<file path="config.mk">
export PLATFORM = sky130hd
export DESIGN_NAME = rom_load_seq_flat
export DESIGN_NICKNAME = d
export VERILOG_FILES = /design/src/rtl/rom_load_seq_pkg.sv /design/src/rtl/rom_load_seq_if.sv /design/src/rtl/rom_load_seq_decode.sv /design/src/rtl/rom_load_seq.sv /design/src/flat_wrapper.sv
export SDC_FILE = /design/constraint.sdc
export NUM_CORES = 1
export LEC_CHECK = 0
export ABC_CLOCK_PERIOD_IN_PS = 3150
export BUFFER_PORTS_ARGS = -buffer_cell sky130_fd_sc_hd__buf_2
export CAP_MARGIN = 20
export CORE_AREA = 3 3 91 93
export CTS_CLUSTER_SIZE = 10
export DETAILED_ROUTE_END_ITERATION = 10
export DIE_AREA = 0 0 94 96
export PLACE_DENSITY = 0.85
export REMOVE_ABC_BUFFERS = 1
export SLEW_MARGIN = 25
export SYNTH_ARGS = -nofsm -noshare
export SYNTH_HDL_FRONTEND = slang
export SYNTH_SLANG_ARGS = --single-unit
export TNS_END_PERCENT = 10
</file>
<file path="constraint.sdc">
create_clock -name clk_sys -period 3.15 [get_ports clk_sys]
set_clock_uncertainty 0.15 [all_clocks]
set_input_delay 0.1575 -clock clk_sys [delete_from_list [all_inputs] [get_ports clk_sys]]
set_output_delay 0.1575 -clock clk_sys [all_outputs]
set_load 0.01 [all_outputs]
</file>
<file path="src/rtl/rom_load_seq_pkg.sv">
// Shared constants and types for the ROM download sequencer.
// The five regions tile the 0xD400-byte game ROM image.
package tp_rom_pkg;

  localparam logic [15:0] ROM_SIZE  = 16'hD400;

  localparam logic [15:0] CPU_BASE  = 16'h0000;
  localparam logic [15:0] SND_BASE  = 16'h6000;
  localparam logic [15:0] CHR_BASE  = 16'h7000;
  localparam logic [15:0] SPR_BASE  = 16'h9000;
  localparam logic [15:0] PROM_BASE = 16'hD000;

  localparam logic [15:0] CPU_SIZE  = 16'h6000;
  localparam logic [15:0] SND_SIZE  = 16'h1000;
  localparam logic [15:0] CHR_SIZE  = 16'h2000;
  localparam logic [15:0] SPR_SIZE  = 16'h4000;
  localparam logic [15:0] PROM_SIZE = 16'h0400;

  typedef enum logic [2:0] {
    RG_CPU,
    RG_SND,
    RG_CHR,
    RG_SPR,
    RG_PROM
  } region_e;

  typedef enum logic [2:0] {
    ST_IDLE,
    ST_LOAD,
    ST_HOLD,
    ST_RUN,
    ST_ERR
  } state_e;

  function automatic logic in_rgn(
    logic [15:0] a,
    logic [15:0] base,
    logic [15:0] size
  );
    return (a >= base) && (a < base + size);
  endfunction

  function automatic logic [15:0] region_base(region_e r);
    logic [15:0] b;
    unique case (r)
      RG_SND:  b = SND_BASE;
      RG_CHR:  b = CHR_BASE;
      RG_SPR:  b = SPR_BASE;
      RG_PROM: b = PROM_BASE;
      default: b = CPU_BASE;
    endcase
    return b;
  endfunction

endpackage

</file>
<file path="src/rtl/rom_load_seq_if.sv">
// Download bus from the HPS/loader side into the sequencer.
// master drives the bus, slave is the sequencer.
interface rom_load_seq_if;

  logic        ioctl_download;
  logic [7:0]  ioctl_index;
  logic        ioctl_wr;
  logic [24:0] ioctl_addr;
  logic [7:0]  ioctl_dout;

  modport master (
    output ioctl_download,
    output ioctl_index,
    output ioctl_wr,
    output ioctl_addr,
    output ioctl_dout
  );

  modport slave (
    input ioctl_download,
    input ioctl_index,
    input ioctl_wr,
    input ioctl_addr,
    input ioctl_dout
  );

endinterface

</file>
<file path="src/rtl/rom_load_seq_decode.sv">
// Combinational ROM region decoder: absolute byte address to
// one-hot region select, region-relative address and range flag.
module rom_region_decode
  import tp_rom_pkg::*;
(
  input  logic [15:0] addr,
  output logic [4:0]  sel,
  output logic [15:0] rel,
  output logic        oor
);

  region_e rg;

  always_comb begin
    rg  = RG_CPU;
    oor = 1'b0;
    unique case (1'b1)
      in_rgn(addr, CPU_BASE, CPU_SIZE):   rg = RG_CPU;
      in_rgn(addr, SND_BASE, SND_SIZE):   rg = RG_SND;
      in_rgn(addr, CHR_BASE, CHR_SIZE):   rg = RG_CHR;
      in_rgn(addr, SPR_BASE, SPR_SIZE):   rg = RG_SPR;
      in_rgn(addr, PROM_BASE, PROM_SIZE): rg = RG_PROM;
      default:                            oor = 1'b1;
    endcase
    sel = oor ? 5'b00000 : (5'b00001 << rg);
    rel = addr - region_base(rg);
  end

endmodule

</file>
<file path="src/rtl/rom_load_seq.sv">
// ROM download sequencer: routes download bytes to region RAMs,
// validates the image size and sequences the game core reset.
module rom_load_seq
  import tp_rom_pkg::*;
#(
  parameter int unsigned HOLD_CYCLES = 4096,
  parameter logic [15:0] ROM_SIZE    = tp_rom_pkg::ROM_SIZE
) (
  input  logic          clk_sys,
  input  logic          reset_n,
  rom_load_seq_if.slave ioctl,
  input  logic          rst_req,
  output logic [15:0]   dn_addr,
  output logic [7:0]    dn_data,
  output logic [4:0]    dn_we,
  output logic          core_reset,
  output logic          load_done,
  output logic          load_err
);

  localparam logic [15:0] HOLD_LAST = 16'(HOLD_CYCLES - 1);

  state_e       state_q, state_d;
  logic         dl_q, dl_d;
  logic         arm_q, arm_d;
  logic  [16:0] cnt_q, cnt_d;
  logic  [15:0] hold_q, hold_d;
  logic         ovf_q, ovf_d;
  logic  [4:0]  we_q, we_d;
  logic  [15:0] addr_q, addr_d;
  logic  [7:0]  data_q, data_d;
  logic         crst_q, crst_d;
  logic         done_q, done_d;
  logic         err_q, err_d;

  logic  [4:0]  sel;
  logic  [15:0] rel;
  logic         oor;
  logic         start;
  logic         dl_fall;
  logic         hit;

  rom_region_decode u_dec (
    .addr (ioctl.ioctl_addr[15:0]),
    .sel  (sel),
    .rel  (rel),
    .oor  (oor)
  );

  // arm_q blocks a download left high across reset from restarting a load
  assign start   = ioctl.ioctl_download & ~dl_q & arm_q
                 & (ioctl.ioctl_index == 8'h00);
  assign dl_fall = ~ioctl.ioctl_download & dl_q;
  assign hit     = (ioctl.ioctl_addr[24:16] == 9'd0) & ~oor
                 & (ioctl.ioctl_addr[15:0] < ROM_SIZE);

  always_comb begin
    state_d = state_q;
    dl_d    = ioctl.ioctl_download;
    arm_d   = arm_q | ~ioctl.ioctl_download;
    cnt_d   = cnt_q;
    hold_d  = hold_q;
    ovf_d   = ovf_q;
    we_d    = 5'b00000;
    addr_d  = addr_q;
    data_d  = data_q;
    done_d  = done_q;
    err_d   = err_q;
    if (start) begin
      state_d = ST_LOAD;
      cnt_d   = '0;
      ovf_d   = 1'b0;
      done_d  = 1'b0;
      err_d   = 1'b0;
    end else begin
      unique case (state_q)
        ST_LOAD: begin
          if (ioctl.ioctl_wr) begin
            cnt_d = (&cnt_q) ? cnt_q : cnt_q + 17'd1;
            if (hit) begin
              we_d   = sel;
              addr_d = rel;
              data_d = ioctl.ioctl_dout;
            end else begin
              ovf_d = 1'b1;
            end
          end
          // a strobe in the falling-edge cycle is counted first
          if (dl_fall) begin
            if (cnt_d == {1'b0, ROM_SIZE} && !ovf_d) begin
              state_d = ST_HOLD;
              hold_d  = '0;
            end else begin
              state_d = ST_ERR;
              err_d   = 1'b1;
            end
          end
        end
        ST_HOLD: begin
          if (rst_req) begin
            hold_d = '0;
          end else if (hold_q == HOLD_LAST) begin
            state_d = ST_RUN;
            done_d  = 1'b1;
          end else begin
            hold_d = hold_q + 16'd1;
          end
        end
        ST_RUN: begin
          if (rst_req) begin
            state_d = ST_HOLD;
            hold_d  = '0;
          end
        end
        default: ;
      endcase
    end
    crst_d = (state_d != ST_RUN);
  end

  always_ff @(posedge clk_sys or negedge reset_n) begin
    if (!reset_n) begin
      state_q <= ST_IDLE;
      dl_q    <= 1'b0;
      arm_q   <= 1'b0;
      cnt_q   <= '0;
      hold_q  <= '0;
      ovf_q   <= 1'b0;
      we_q    <= '0;
      addr_q  <= '0;
      data_q  <= '0;
      crst_q  <= 1'b1;
      done_q  <= 1'b0;
      err_q   <= 1'b0;
    end else begin
      state_q <= state_d;
      dl_q    <= dl_d;
      arm_q   <= arm_d;
      cnt_q   <= cnt_d;
      hold_q  <= hold_d;
      ovf_q   <= ovf_d;
      we_q    <= we_d;
      addr_q  <= addr_d;
      data_q  <= data_d;
      crst_q  <= crst_d;
      done_q  <= done_d;
      err_q   <= err_d;
    end
  end

  assign dn_we      = we_q;
  assign dn_addr    = addr_q;
  assign dn_data    = data_q;
  assign core_reset = crst_q;
  assign load_done  = done_q;
  assign load_err   = err_q;

endmodule
</file>
<file path="src/flat_wrapper.sv">
// flat-port wrapper written by rule: the top's interface ports become plain ports
module rom_load_seq_flat import tp_rom_pkg::*;
#(
  parameter int unsigned HOLD_CYCLES = 4096,
  parameter logic [15:0] ROM_SIZE    = tp_rom_pkg::ROM_SIZE
)
  (clk_sys, reset_n, rst_req, dn_addr, dn_data, dn_we, core_reset, load_done, load_err, ioctl_ioctl_download, ioctl_ioctl_index, ioctl_ioctl_wr, ioctl_ioctl_addr, ioctl_ioctl_dout);
  rom_load_seq_if ioctl_i ();
  input  logic clk_sys;
  input  logic reset_n;
  input  logic rst_req;
  output logic [15:0] dn_addr;
  output logic [7:0] dn_data;
  output logic [4:0] dn_we;
  output logic core_reset;
  output logic load_done;
  output logic load_err;
  input wire logic [$bits(ioctl_i.ioctl_download)-1:0] ioctl_ioctl_download;
  input wire logic [$bits(ioctl_i.ioctl_index)-1:0] ioctl_ioctl_index;
  input wire logic [$bits(ioctl_i.ioctl_wr)-1:0] ioctl_ioctl_wr;
  input wire logic [$bits(ioctl_i.ioctl_addr)-1:0] ioctl_ioctl_addr;
  input wire logic [$bits(ioctl_i.ioctl_dout)-1:0] ioctl_ioctl_dout;
  assign ioctl_i.ioctl_download = ioctl_ioctl_download;
  assign ioctl_i.ioctl_index = ioctl_ioctl_index;
  assign ioctl_i.ioctl_wr = ioctl_ioctl_wr;
  assign ioctl_i.ioctl_addr = ioctl_ioctl_addr;
  assign ioctl_i.ioctl_dout = ioctl_ioctl_dout;
  rom_load_seq #(.HOLD_CYCLES(HOLD_CYCLES), .ROM_SIZE(ROM_SIZE)) u_core (.clk_sys(clk_sys), .reset_n(reset_n), .ioctl(ioctl_i), .rst_req(rst_req), .dn_addr(dn_addr), .dn_data(dn_data), .dn_we(dn_we), .core_reset(core_reset), .load_done(load_done), .load_err(load_err));
endmodule
</file>
# [Word-level counts from Yosys, hierarchy flattened]
# Cells that the tools add are included.
[op_classes] n_addsub=3 n_mul=0 n_div=0 magnitude_cmp=10 n_eq_ne=16 n_shift=1 muxes=40 n_bitwise=10 reduce_logical=20
[op_table] operator="two-way mux 17 bit" count=6
[op_table] operator="two-way mux 16 bit" count=5
[op_table] operator="case mux 16 bit (4 select lines)" count=1
[op_table] operator="< comparator 16 bit (second input constant)" count=3
[op_table] operator="case mux 16 bit (3 select lines)" count=1
[op_table] operator=">= comparator 16 x 15 -> 1 bit (second input constant)" count=2
[op_table] operator=">= comparator 16 bit (second input constant)" count=2
[op_table] operator="< comparator 16 x 15 -> 1 bit (second input constant)" count=2
[op_table] operator="two-way mux 5 bit" count=5
[op_table] operator="two-way mux 3 bit" count=6
[op_table] operator="adder 17 x 1 -> 17 bit (second input constant)" count=1
[op_table] operator="== test 17 x 16 -> 1 bit (second input constant)" count=1
[op_table] operator="AND reduction 17 bit" count=1
[op_table] operator="adder 16 x 1 -> 16 bit (second input constant)" count=1
[op_table] operator="== test 16 x 12 -> 1 bit (second input constant)" count=1
[op_table] operator=">= comparator 16 x 1 -> 1 bit (second input constant)" count=1
[op_table] operator="subtractor 16 bit" count=1
[op_table] operator="two-way mux 1 bit" count=14
[op_table] operator="== test 3 x 2 -> 1 bit (second input constant)" count=4
[op_table] operator="case mux 3 bit (4 select lines)" count=1
[op_table] operator="logical NOT 9 bit" count=1
[op_table] operator="case mux 3 bit (3 select lines)" count=1
[op_table] operator="logical NOT 8 bit" count=1
[op_table] operator="!= test 2 x 1 -> 1 bit (second input constant)" count=4
[op_table] operator="other kinds (17)" count=34
[word_totals] reg_bits=71 latch_bits=0 mem_bits_rw=0 romBits=0 input_bits=46 output_inout_bits=32 elab_cells=112 mem_count=0

# [Depth between registers and ports, before layout]
[depth] depth_word=16 mapped_depth=11

# [Modules after synthesis]
# Synthesis repeated with hierarchy kept, for this count alone.
[hier_totals] cells_unflattened=406 hier_area_um2=3975.1
[by_module_without_submodules] mod="rom_load_seq" n_inst=1 cells_per_inst=352 area_per_inst_um2=3574.7 seq_area_each_um2=1778.0
[by_module_without_submodules] mod="rom_region_decode" n_inst=1 cells_per_inst=54 area_per_inst_um2=400.4 seq_area_each_um2=0.0

# [Worst setup path before layout]
# Ideal clock, no wire load.
[synth_timing] path_kind="reg-to-reg" start="register u_core.cnt_q[1]" end="register u_core.hold_q[10]" setup_time_ns=0.131 arrival_ns=2.476 path_slack_ns=0.393 stages_incl_launch_ff=12 n_path_buf=3 period_less_slack_ns=2.757 path_cell_list="dfrtp_1 ha_1 buf_2 and3_1 buf_2 xnor2_1 a31oi_1 o31a_1 or4_4 nor2_8 buf_8 o211ai_2"
[synth_via] elab_chain_len=9
[synth_lines] item="start: declaration" line_no="rom_load_seq.sv:26" rtl="logic [16:0] cnt_q, cnt_d;"
[synth_lines] item="start signal: assignment" line_no="rom_load_seq.sv:139" rtl="cnt_q <= cnt_d;"
[synth_lines] item="adder 17 x 1 -> 17 bit or AND reduction 17 bit (tied branches)" line_no="rom_load_seq.sv:79" rtl="cnt_d = (&cnt_q) ? cnt_q : cnt_q + 17'd1;"
[synth_lines] item="two-way mux 17 bit" line_no="rom_load_seq.sv:79"
[synth_lines] item="two-way mux 17 bit *" line_no="rom_load_seq.sv:78" rtl="if (ioctl.ioctl_wr) begin"
[synth_lines] item="two-way mux 17 bit *" line_no="rom_load_seq.sv:76" rtl="unique case (state_q)"
[synth_lines] item="two-way mux 17 bit *" line_no="rom_load_seq.sv:69" rtl="if (start) begin"
[synth_lines] item="== test 17 x 16 -> 1 bit *" line_no="rom_load_seq.sv:90" rtl="if (cnt_d == {1'b0, ROM_SIZE} && !ovf_d) begin"
[synth_lines] item="logical AND 1 bit *" line_no="rom_load_seq.sv:90"
[synth_lines] item="!= test 2 x 1 -> 1 bit (no source line) *"
[synth_lines] item="AND reduction 6 bit (no source line) *"
[synth_lines] item="end signal: assignment" line_no="rom_load_seq.sv:140" rtl="hold_q <= hold_d;"
[synth_lines] item="end: declaration" line_no="rom_load_seq.sv:27" rtl="logic [15:0] hold_q, hold_d;"
# Mark *: on every way between the ends. The rest lies on a longest branch, timed or not. The select of a mux whose other input is x is not followed.
# A chain may end at the register's enable or synchronous reset.

# [Worst setup path after layout]
[layout_timing] start="register u_core.cnt_q[1]" end="register u_core.hold_q[4]"
# Same word-level chain as after synthesis.

==> out/qor.csv <==
stage,metric,value,unit
run_status,status,finished clean,
placement,io_buffers,77,
synthesis,ys_warn_count,0,
cts,h-tree-depth,3,
synthesis,yosys.area.top_type,dfrtp_1,
cts,clk_latency,340,ps
floorplanning,die_area,9020,µm²
global_routing,grt_pass1_wl,16100,µm
sta,maxSlewViolCount,0,
power,p_sw,0.000647,W
floorplanning,pin_count,78,
power,internal_power,0.00143,W
detailed_routing,vias,3612,
detailed_routing,final_antenna_net_count,0,
floorplanning,start_util,54.3,%
placement,pre_cts_slack,235,ps
floorplanning,rows,32,
sta,hold_viol_final,0,
layout,diodes,0,
floorplanning,die_h,96,µm
sta,period_minus_slack,2930,ps
cts,clkSinkCount,71,
placement,placed_area,4540,µm²
setup_path,ff2ff_path_depth,8,
synthesis,yosys.cell_types.count,63,
placement,dp.cells,591,
cts,clk_pin_slew_worst_paths,80,ps
power,sw_frac_of_total,31.1,%
detailed_routing,post_drt_via_cell_ratio,5.72,
layout,area_delta_synth_final,20.3,%
global_routing,grt_max_degree,72,
min_path,hold_path_class,in -> reg,
sta,worst_pin_slew,855,ps
global_routing,antenna_found_initial,0,
layout,nNetsFinal,577,
layout,num-fill-cells,622,
setup_path,crit_arrival,3000,ps
power,pwr-share-clk,32.4,%
sta,fmax,0.341,GHz
floorplanning,core_region_area,7610,µm²
detailed_routing,drc_errors,0,
detailed_routing,drt_wl_total,9680,µm
power,p_per_area,419,nW/µm²
setup_path,criticalPathCategory,reg -> reg,
setup_path,crit_required,3220,ps
layout,fin_area,4970,µm²
setup_path,cp-end-kind,flip-flop,
layout,drive_gt1_share,27.7,%
job,maxCapViolCount,0,
synthesis,synthCells,434,
cts,cts_buffer_depth,2,
power,power_frac_comb,15.7,%
sta,setup_viol,0,
cts,root_buffer,clkbuf_8,
placement,dp_hpwl,6390,µm
cts,ctsResizeCount,0,
detailed_routing,drtIter0Drc,166,
synthesis,yosys.area.top_type_share,42.4,%
sta,relSlewSlack,43.0,%
sta,rsz0062_at_grt,no,
cts,numCtsBuffers,9,
synthesis,ys.flop_type,dfrtp_1,
setup_path,worstPathMaxFanout,15,
synthesis,syn_area_per_cell,9.52,µm²
sta,fin_ws,216,ps
global_routing,grt_pass1_vias,3478,
power,pwr-share-seq,52.0,%
synthesis,ys_top_cells_by_area,"dfrtp_1 (42%), mux2_2 (5.4%), nand2_1 (4.7%)",
setup_path,cp-start-kind,flip-flop,
synthesis,synth_area,4130,µm²
floorplanning,die_w,94,µm
synthesis,synth-edff-count,0,
power,p_total,0.00208,W
synthesis,seq_area_frac_synth,43.0,%
synthesis,postSynth.asyncResetShare,100,%
min_path,min_path_cells,4,
global_routing,grt_util_all_layers,22.4,%
detailed_routing,firstDrtPassIters,4,
layout,layoutNonFillerInstCount,632,
power,leakagePower,2.29,nW
placement,gp_congestion,0.910,
global_routing,grt_overflow_total,0,
cts,cts_tree,done,
power,irDropWorstVdd,196,µV
sta,fin_crit_sh,93.1,%
detailed_routing,wl_per_cell,15.3,µm
synthesis,synth-seq-cells,71,
-- placed cells by master (no fill, tap or decap), types with 3 or more instances in the layout --
master and instances:
or2_2 5, mux2_2 20, and3_1 6, nor3_1 11, o21ai_1 6, o211ai_2 4
or4_1 3, nor2_1 34, a31oi_1 6, nand3_1 24, a21oi_1 14, o21ai_0 10
o211ai_1 7, dfrtp_1 70, nand3b_1 4, nor4_1 19, or3_1 3, inv_1 10
xor2_1 17, nand2_1 52, xnor2_1 6, o22ai_1 3, ha_1 5, a211oi_1 4
clkbuf_8 9, dlygate4sd3_1 25, nand4_1 15, nor2b_1 3, inv_6 3, buf_4 9
buf_2 77
-- final cells by class --
class	instances	area [µm²]	area share [%]
clock buffers	9	124	2.49
clock inverters	7	55.1	1.11
inverters	10	37.5	0.755
multi-input cells	322	2140	43.2
flip-flops and latches	71	1780	35.8
well taps	102	128	2.57
repair buffers	111	703	14.1
-- Yosys cell counts, types with 11 or more instances --
| master | number |
|---|---|
| dfrtp_1 | 70 |
| nand3_1 | 24 |
| nor4_1 | 19 |
| mux2_2 | 20 |
| xor2_1 | 17 |
| nor2_1 | 34 |
| nor3_1 | 11 |
| nand4_1 | 15 |
| nand2_1 | 52 |
| clkbuf_1 | 13 |
| a21oi_1 | 14 |
-- worst max-delay path: stages (launching register included) --
cell      delay [ps]
dfrtp_1          490
ha_1             360
and3_1           300
xnor2_1          140
a31oi_1           90
o31a_1           260
or4_4            590
nor2_8           280
o211ai_1         140
-- flip-flops by register name (all words and copies together), names as in the netlist --
name               flops
u_core.state_q         3
u_core.load_done       1
u_core.dn_we           5
u_core.hold_q         16
u_core.ovf_q           1
u_core.dl_q            1
u_core.core_reset      1
u_core.dn_addr        16
u_core.arm_q           1
u_core.load_err        1
u_core.cnt_q          17
u_core.dn_data         8
-- worst paths after layout --
path,slack [ps],startpoint,end
setup / recovery,220,u_core.cnt_q[1],u_core.hold_q[4]
hold / removal,80,ioctl_ioctl_addr[13],u_core.dn_we[1]
setup reg to reg,220,u_core.cnt_q[1],u_core.hold_q[4]
hold reg to reg,320,u_core.arm_q,u_core.arm_q
max in group asynchronous,1900,reset_n,u_core.hold_q[1]
min in group asynchronous,390,reset_n,u_core.hold_q[7]
-- power by group through the flow --
| stage | logic [W] | clock network [W] | registers, W |
|---|---|---|---|
| after global routing | 0.000366 | 0.000732 | 0.00110 |
| after global placement | 0.000287 | 0 | 0.00109 |
| after detailed placement | 0.000303 | 0 | 0.00109 |
| final | 0.000326 | 0.000674 | 0.00108 |
| after floorplan | 0.000179 | 0 | 0.00109 |
| after CTS | 0.000327 | 0.000692 | 0.00108 |
-- logic make-up after synthesis --
| logic type | share of synthesized area (%) |
|---|---|
| adder cells (fa/ha/maj) | 2.00 |
| XOR/XNOR | 4.87 |
| multiplexers | 5.93 |
| buffers and inverters | 5.21 |
| AO/OA/AOI/OAI | 12.1 |
| flip-flops | 43.0 |
| AND/OR/NAND/NOR | 26.9 |
-- through the flow --
stage	setup TNS [ps]	hold slack (ps)	util, %
2_1_floorplan	-17210	-288	-
3_3_place_gp	0	154	59.7
3_5_place_dp	0	157	59.7
4_1_cts	0	62.3	65.3
5_1_grt	0	104	65.3
6_report	0	76.5	65.3
-- per-layer routing --
layer	track usage (%)	vias to the layer above	wire length, µm
met5	0	-	0
met2	39.9	105	4920
met4	6.98	0	100
met1	27.8	1739	4140
met3	3.75	10	515
li1	-	1758	-
-- what timing repair did --
item	CTS	global route
endpoints found under the setup margin	0	0
hold endpoints to repair	97	0
buffers inserted	0	0
hold buffers	25	0
No activity file was read; power rests on OpenSTA's default activity.
